$ cat src/rtl/apb_ucpd_tx_sched.sv
// UCPD transmit scheduler: latches TXSEND/TXHRST, enforces the inter-frame gap and
// receive-collision rules, drives PD FSM request levels and reports job outcomes.
//
// state  | meaning
// IDLE   | no job; a pending hard reset wins over a pending message
// GAP    | counting quiet cycles (rx_idle=1, bmc_en=0) before launch
// ARM    | request levels driven, waiting for the PD FSM to raise bmc_en
// ACTIVE | PD FSM transmitting; job ends on the bmc_en falling edge
module apb_ucpd_tx_sched #(
  parameter int unsigned IFRGAP_CYC = 400,
  parameter int unsigned LAUNCH_TO  = 1023
) (
  input  logic       ic_clk,
  input  logic       ic_rst,
  input  logic       ucpden,
  input  logic       txsend,
  input  logic       txhrst,
  input  logic [1:0] tx_mode,
  input  logic       rx_idle,
  input  logic       bmc_en,
  output logic       transmit_en,
  output logic       tx_hrst,
  output logic       tx_hrst_flag,
  output logic       tx_crst_flag,
  output logic       bist_req,
  output logic       msg_sent,
  output logic       hrst_sent,
  output logic       msg_disc,
  output logic       hrst_disc,
  output logic       tx_err,
  output logic       sched_busy
);

  typedef enum logic [1:0] {S_IDLE, S_GAP, S_ARM, S_ACTIVE} state_t;

  localparam logic        JOB_MSG     = 1'b0;
  localparam logic        JOB_HRST    = 1'b1;
  localparam logic [11:0] GAP_LAST    = 12'(IFRGAP_CYC - 1);
  localparam logic [9:0]  LAUNCH_LAST = 10'(LAUNCH_TO - 1);

  state_t      state_q, state_d;
  logic        job_q, job_d;
  logic [1:0]  mode_q, mode_d;
  logic        msg_pend_q, msg_pend_d;
  logic        hrst_pend_q, hrst_pend_d;
  logic [11:0] gap_cnt_q, gap_cnt_d;
  logic [9:0]  launch_cnt_q, launch_cnt_d;
  logic        bmc_en_q;
  logic        fin_msg_q, fin_hrst_q, fin_trunc_q;
  logic        fin_msg_d, fin_hrst_d, fin_trunc_d;
  logic        msg_dup, hrst_dup, msg_take, hrst_take, disc_now, err_now;
  logic        te_d, hrst_req_d, hrst_flag_d, crst_flag_d, bist_d;
  logic        job_busy;

  assign job_busy   = (state_q != S_IDLE);
  assign sched_busy = job_busy | msg_pend_q | hrst_pend_q;

  always_comb begin
    state_d      = state_q;
    job_d        = job_q;
    gap_cnt_d    = '0;
    launch_cnt_d = '0;
    msg_take     = 1'b0;
    hrst_take    = 1'b0;
    disc_now     = 1'b0;
    err_now      = 1'b0;
    fin_msg_d    = 1'b0;
    fin_hrst_d   = 1'b0;
    fin_trunc_d  = 1'b0;
    msg_dup      = txsend & (msg_pend_q  | (job_busy & (job_q == JOB_MSG)));
    hrst_dup     = txhrst & (hrst_pend_q | (job_busy & (job_q == JOB_HRST)));

    case (state_q)
      S_IDLE: begin
        if (hrst_pend_q) begin
          job_d     = JOB_HRST;
          hrst_take = 1'b1;
          state_d   = S_GAP;
          if (msg_pend_q) begin
            msg_take = 1'b1;
            disc_now = 1'b1;
          end
        end else if (msg_pend_q) begin
          msg_take = 1'b1;
          if (rx_idle) begin
            job_d   = JOB_MSG;
            state_d = S_GAP;
          end else begin
            disc_now = 1'b1;
          end
        end
      end
      S_GAP: begin
        if (job_q == JOB_MSG && hrst_pend_q) begin
          disc_now  = 1'b1;
          job_d     = JOB_HRST;
          hrst_take = 1'b1;
        end else if (job_q == JOB_MSG && !rx_idle) begin
          disc_now = 1'b1;
          state_d  = S_IDLE;
        end else if (rx_idle && !bmc_en) begin
          if (gap_cnt_q == GAP_LAST) state_d = S_ARM;
          else                       gap_cnt_d = gap_cnt_q + 12'd1;
        end
      end
      S_ARM: begin
        if (bmc_en) begin
          state_d = S_ACTIVE;
        end else if (launch_cnt_q == LAUNCH_LAST) begin
          err_now = 1'b1;
          state_d = S_IDLE;
        end else begin
          launch_cnt_d = launch_cnt_q + 10'd1;
        end
      end
      S_ACTIVE: begin
        if (bmc_en_q && !bmc_en) begin
          // A hard reset that arrived mid-message truncated it; run the reset next.
          if (job_q == JOB_MSG && hrst_pend_q) begin
            fin_trunc_d = 1'b1;
            job_d       = JOB_HRST;
            hrst_take   = 1'b1;
            state_d     = S_GAP;
          end else begin
            fin_msg_d  = (job_q == JOB_MSG);
            fin_hrst_d = (job_q == JOB_HRST);
            state_d    = S_IDLE;
          end
        end
      end
      default: state_d = S_IDLE;
    endcase

    disc_now    = disc_now | msg_dup;
    msg_pend_d  = (msg_pend_q & ~msg_take) | (txsend & ~msg_dup);
    hrst_pend_d = (hrst_pend_q & ~hrst_take) | (txhrst & ~hrst_dup);
    mode_d      = (txsend & ~msg_dup) ? tx_mode : mode_q;
  end

  always_comb begin
    te_d        = 1'b0;
    hrst_req_d  = 1'b0;
    hrst_flag_d = 1'b0;
    crst_flag_d = 1'b0;
    bist_d      = 1'b0;
    if (state_d == S_ARM || state_d == S_ACTIVE) begin
      if (job_d == JOB_HRST) begin
        hrst_req_d  = 1'b1;
        hrst_flag_d = 1'b1;
      end else begin
        te_d        = 1'b1;
        crst_flag_d = (mode_q == 2'b01);
        bist_d      = (mode_q == 2'b10);
        hrst_req_d  = (state_d == S_ACTIVE) & hrst_pend_d;
      end
    end
  end

  always_ff @(posedge ic_clk or posedge ic_rst) begin
    if (ic_rst) begin
      state_q      <= S_IDLE;
      job_q        <= JOB_MSG;
      mode_q       <= 2'b00;
      msg_pend_q   <= 1'b0;
      hrst_pend_q  <= 1'b0;
      gap_cnt_q    <= '0;
      launch_cnt_q <= '0;
      bmc_en_q     <= 1'b0;
      fin_msg_q    <= 1'b0;
      fin_hrst_q   <= 1'b0;
      fin_trunc_q  <= 1'b0;
      transmit_en  <= 1'b0;
      tx_hrst      <= 1'b0;
      tx_hrst_flag <= 1'b0;
      tx_crst_flag <= 1'b0;
      bist_req     <= 1'b0;
      msg_sent     <= 1'b0;
      hrst_sent    <= 1'b0;
      msg_disc     <= 1'b0;
      hrst_disc    <= 1'b0;
      tx_err       <= 1'b0;
    end else if (!ucpden) begin
      state_q      <= S_IDLE;
      job_q        <= JOB_MSG;
      mode_q       <= 2'b00;
      msg_pend_q   <= 1'b0;
      hrst_pend_q  <= 1'b0;
      gap_cnt_q    <= '0;
      launch_cnt_q <= '0;
      bmc_en_q     <= 1'b0;
      fin_msg_q    <= 1'b0;
      fin_hrst_q   <= 1'b0;
      fin_trunc_q  <= 1'b0;
      transmit_en  <= 1'b0;
      tx_hrst      <= 1'b0;
      tx_hrst_flag <= 1'b0;
      tx_crst_flag <= 1'b0;
      bist_req     <= 1'b0;
      msg_sent     <= 1'b0;
      hrst_sent    <= 1'b0;
      msg_disc     <= 1'b0;
      hrst_disc    <= 1'b0;
      tx_err       <= 1'b0;
    end else begin
      state_q      <= state_d;
      job_q        <= job_d;
      mode_q       <= mode_d;
      msg_pend_q   <= msg_pend_d;
      hrst_pend_q  <= hrst_pend_d;
      gap_cnt_q    <= gap_cnt_d;
      launch_cnt_q <= launch_cnt_d;
      bmc_en_q     <= bmc_en;
      fin_msg_q    <= fin_msg_d;
      fin_hrst_q   <= fin_hrst_d;
      fin_trunc_q  <= fin_trunc_d;
      transmit_en  <= te_d;
      tx_hrst      <= hrst_req_d;
      tx_hrst_flag <= hrst_flag_d;
      tx_crst_flag <= crst_flag_d;
      bist_req     <= bist_d;
      // Completion events land one cycle after the requests drop.
      msg_sent     <= fin_msg_q;
      hrst_sent    <= fin_hrst_q;
      msg_disc     <= (disc_now | fin_trunc_q) & ~fin_msg_q;
      hrst_disc    <= hrst_dup;
      tx_err       <= err_now;
    end
  end

endmodule

$ cat config.mk
export PLATFORM = sky130hd
export DESIGN_NAME = apb_ucpd_tx_sched
export DESIGN_NICKNAME = d
export VERILOG_FILES = /design/src/rtl/apb_ucpd_tx_sched.sv
export SDC_FILE = /design/constraint.sdc
export NUM_CORES = 1
export LEC_CHECK = 0
export ABC_AREA = 1
export ABC_CLOCK_PERIOD_IN_PS = 1600
export CAP_MARGIN = 0
export CORE_MARGIN = 3
export CORE_UTILIZATION = 42
export DETAILED_ROUTE_END_ITERATION = 12
export PLACE_DENSITY_LB_ADDON = 0.3
export SKIP_LAST_GASP = 1
export SYNTH_ARGS = -nofsm -noshare
export SYNTH_HDL_FRONTEND = slang
export SYNTH_SLANG_ARGS = --single-unit
$ cat constraint.sdc
create_clock -name ic_clk -period 1.6 [get_ports ic_clk]
set_input_delay 0.24 -clock ic_clk [delete_from_list [all_inputs] [get_ports ic_clk]]
set_output_delay 0.24 -clock ic_clk [all_outputs]
set_load 0.01 [all_outputs]
==> key figures <==
Drt
  – DR vias: 1634
  – Via density per instance: 4.67
  – Post-Route WL: 3830 µm
  – Initial DRC count: 92
  – Post-DR wirelength/cell: 10.9 µm
  – First-pass detailed-route iteration total: 4
  – Antenna viol nets, final: 0
  – Drt drc: 0

Final layout
  – Syn-to-layout area delta: 25.0%
  – Commonest cells after routing, fill and taps aside: nand2_1 (45), dfrtp_1 (43), nor2_1 (40), inv_1 (28), clkdlybuf4s50_1 (18)
  – Area occupied by multi-input gates: 896 µm²
  – Most common cell after layout, fill and taps aside: nand2_1
  – Fillcell total: 448
  – Storage element area: 1080 µm²
  – Antenna cells: 0
  – Layout Nets: about 290
  – Layout cells sized above 1: 0.184

GRT
  – Met1 GRT Util: 0.170
  – Largest net degree at the start of global routing: 44
  – M2 GR Usage: 0.240
  – Gr usage total: 0.143
  – Busiest grt layer: met2
  – First-pass GRT wire length: slightly below 7000 µm
  – Vias in the first global route: 1557
  – Initial antenna violation count: 0
  – Grt total ovfl: 0
  – Global Route met3 Usage: 0.0352

STA
  – Slew HR: 0.731
  – Worst-Margin Slew: 400 ps
  – Worst setup margin: 107 ps
  – Final Hold Viols: 0
  – Tmin final: 1490 ps
  – Tcrit/Tclk final: 0.933
  – Final TNS setup: 0 ps
  – Worst clock skew: 8.47 ps
  – Slew Limit Fails: 0
  – Final Setup Violations: 0
  – RSZ-0062 raised after global routing: yes
  – FMAX: 670 MHz

Clocking
  – CTS tree: built
  – Clock Pin Slew Worst Setup and Hold Paths: 90 ps
  – Sink Count: 43
  – CTS Buf Count: 5
  – Max clock buf depth: 2
  – Clock Tree Root: clkbuf_8
  – Worst-Skew Late Latency: 290 ps
  – CTS H-tree depth: 2
  – Cts hold-fix bufs: 0

Logic synthesis
  – Most used DFF post-synth: dfrtp_1
  – Yosys warnings: 0
  – Syn Area/Cell: 8.70 µm²
  – Post-Syn Nets: 256
  – Ys async rst share: 1.00
  – Synth Instances: roughly 240
  – Post-synthesis sequential area ratio: 0.507
  – Seq cells post-synth: 43
  – Post-synth EDFFs: 0
  – Yosys top cell area share: 0.507
  – Synth unique cells: 29
  – Largest cells by area after synthesis: dfrtp_1 (51%), nand2_1 (8.3%), nor2_1 (7.2%)
  – Synthesized area: around 2100 µm²
  – Synth area leader: dfrtp_1

Power and ir drop
  – Pleak: 1.19 nW
  – Pwr Density: 1070 nW/µm²
  – Max VDD drop: 0.618 mV
  – Total power draw: 2.85 mW

Floorplan
  – Die ar.: roughly 5900 µm²
  – # rows: 25
  – Starting density of the core: 0.441
  – Die Height: around 77 µm
  – Core area: approximately 4800 µm²
  – Chip width: 77.1 µm
  – Number of top-level pins: 20

Placed design
  – Placement Setup Slack: -82.6 ps
  – I/O Buffers: 19
  – Post-DP HPWL: 2810 µm
  – GPL Wtd Cong: 0.921

Worst setup path
  – Worst setup EP type: flop
  – CP Launch Type: flop
  – RR Endpoint: gap_cnt_q[3]
  – Worst setup path start: state_q[1]
  – Required time worst endpoint: 1810 ps
  – Worst Path Max Fanout: 7
  – Setup CP Type: reg2reg
  – R2R Setup Slk: 110 ps
  – Crit path arrival time: 1710 ps
  – Worst R2R Path Depth: 6
  – Reg2reg start: state_q[1]

Run
  – Max Cap Viol: 0

Hold path
  – Worst Hold Class: in2async

Outcome
  – Status: finished, final reports clean
## what timing repair did
item	in CTS	in global routing
pin swaps	0	7
gates resized for setup	2	12
gates cloned	0	1
endpoints found under the setup margin	1	11
setup buffers	2	3
## layout make-up
cell class                      count  area share
Tap cell                           67      0.0316
Timing Repair Buffer               34       0.120
Sequential cell                    43       0.405
Inverter                           34      0.0528
Clock inverter                      3      0.0269
Multi-Input combinational cell    164       0.338
Clock buffer                        5      0.0259
## state kept, by name (all words and copies together), names as in the netlist, 2 cells and up
signal        cells
state_q           2
launch_cnt_q     10
gap_cnt_q        12
mode_q            2
## critical path, stage by stage (launching register included)
cell,delay (ps)
dfrtp_1,430
buf_6,160
inv_8,50
nand2_4,50
nor4_4,390
nand2_4,140
nor3b_2,190
## per-layer routing
layer / part of all wire / wire [µm]
met1: 0.45 / 1720
met2: 0.50 / 1910
met3: 0.028 / 107
met4: 0.023 / 87
met5: 0 / 0
## cells by family after synthesis
logic type               share of synthesized area
XOR/XNOR                                    0.0330
adder cells (fa/ha/maj)                     0.0177
AO/OA/AOI/OAI                               0.0495
AND/OR/NAND/NOR                              0.307
flip-flops                                   0.507
buffers and inverters                       0.0860
## stage by stage
stage | utilization | area, µm² | hold slack, ps | std cells
global placement | 0.511 | 2460 | 419 | 337
floorplan | - | 2120 | 340 | 244
detailed placement | 0.511 | 2460 | 431 | 337
finish | 0.551 | 2650 | 279 | 350
global route | 0.551 | 2650 | 298 | 350
CTS | 0.543 | 2610 | 293 | 347
## worst max-delay path by stage
stage	endpoint	slack [ps]	cells past startpoint
2_1_floorplan	bist_req	290	11
3_3_place_gp	gap_cnt_q[10]	-50	5
3_5_place_dp	gap_cnt_q[10]	-80	5
4_1_cts	gap_cnt_q[10]	5	7
5_1_grt	mode_q[1]	-20	5
6_report	gap_cnt_q[3]	110	6
## cell usage after synthesis (2+ instances only)
library cell / instances
nand2_1: 47
dfrtp_1: 43
nor2_1: 41
inv_1: 30
nand3_1: 13
o21ai_0: 9
a21oi_1: 8
nor3_1: 5
xor2_1: 5
buf_6: 4
nand4_1: 4
ha_1: 3
nand2_2: 3
nor3_2: 3
nor3b_1: 3
nor3b_2: 3
xnor2_1: 3
inv_2: 2
nor2_2: 2
nor2_4: 2
nor4_1: 2
o22ai_1: 2
## where the power goes
| part | internal (mW) | switching [mW] |
|---|---|---|
| Sequential | 1.15 | 0.0435 |
| Combinational | 0.269 | 0.370 |
| Clock | 0.633 | 0.384 |
| Total | 2.05 | 0.798 |
No activity file was read; power rests on OpenSTA's default activity.
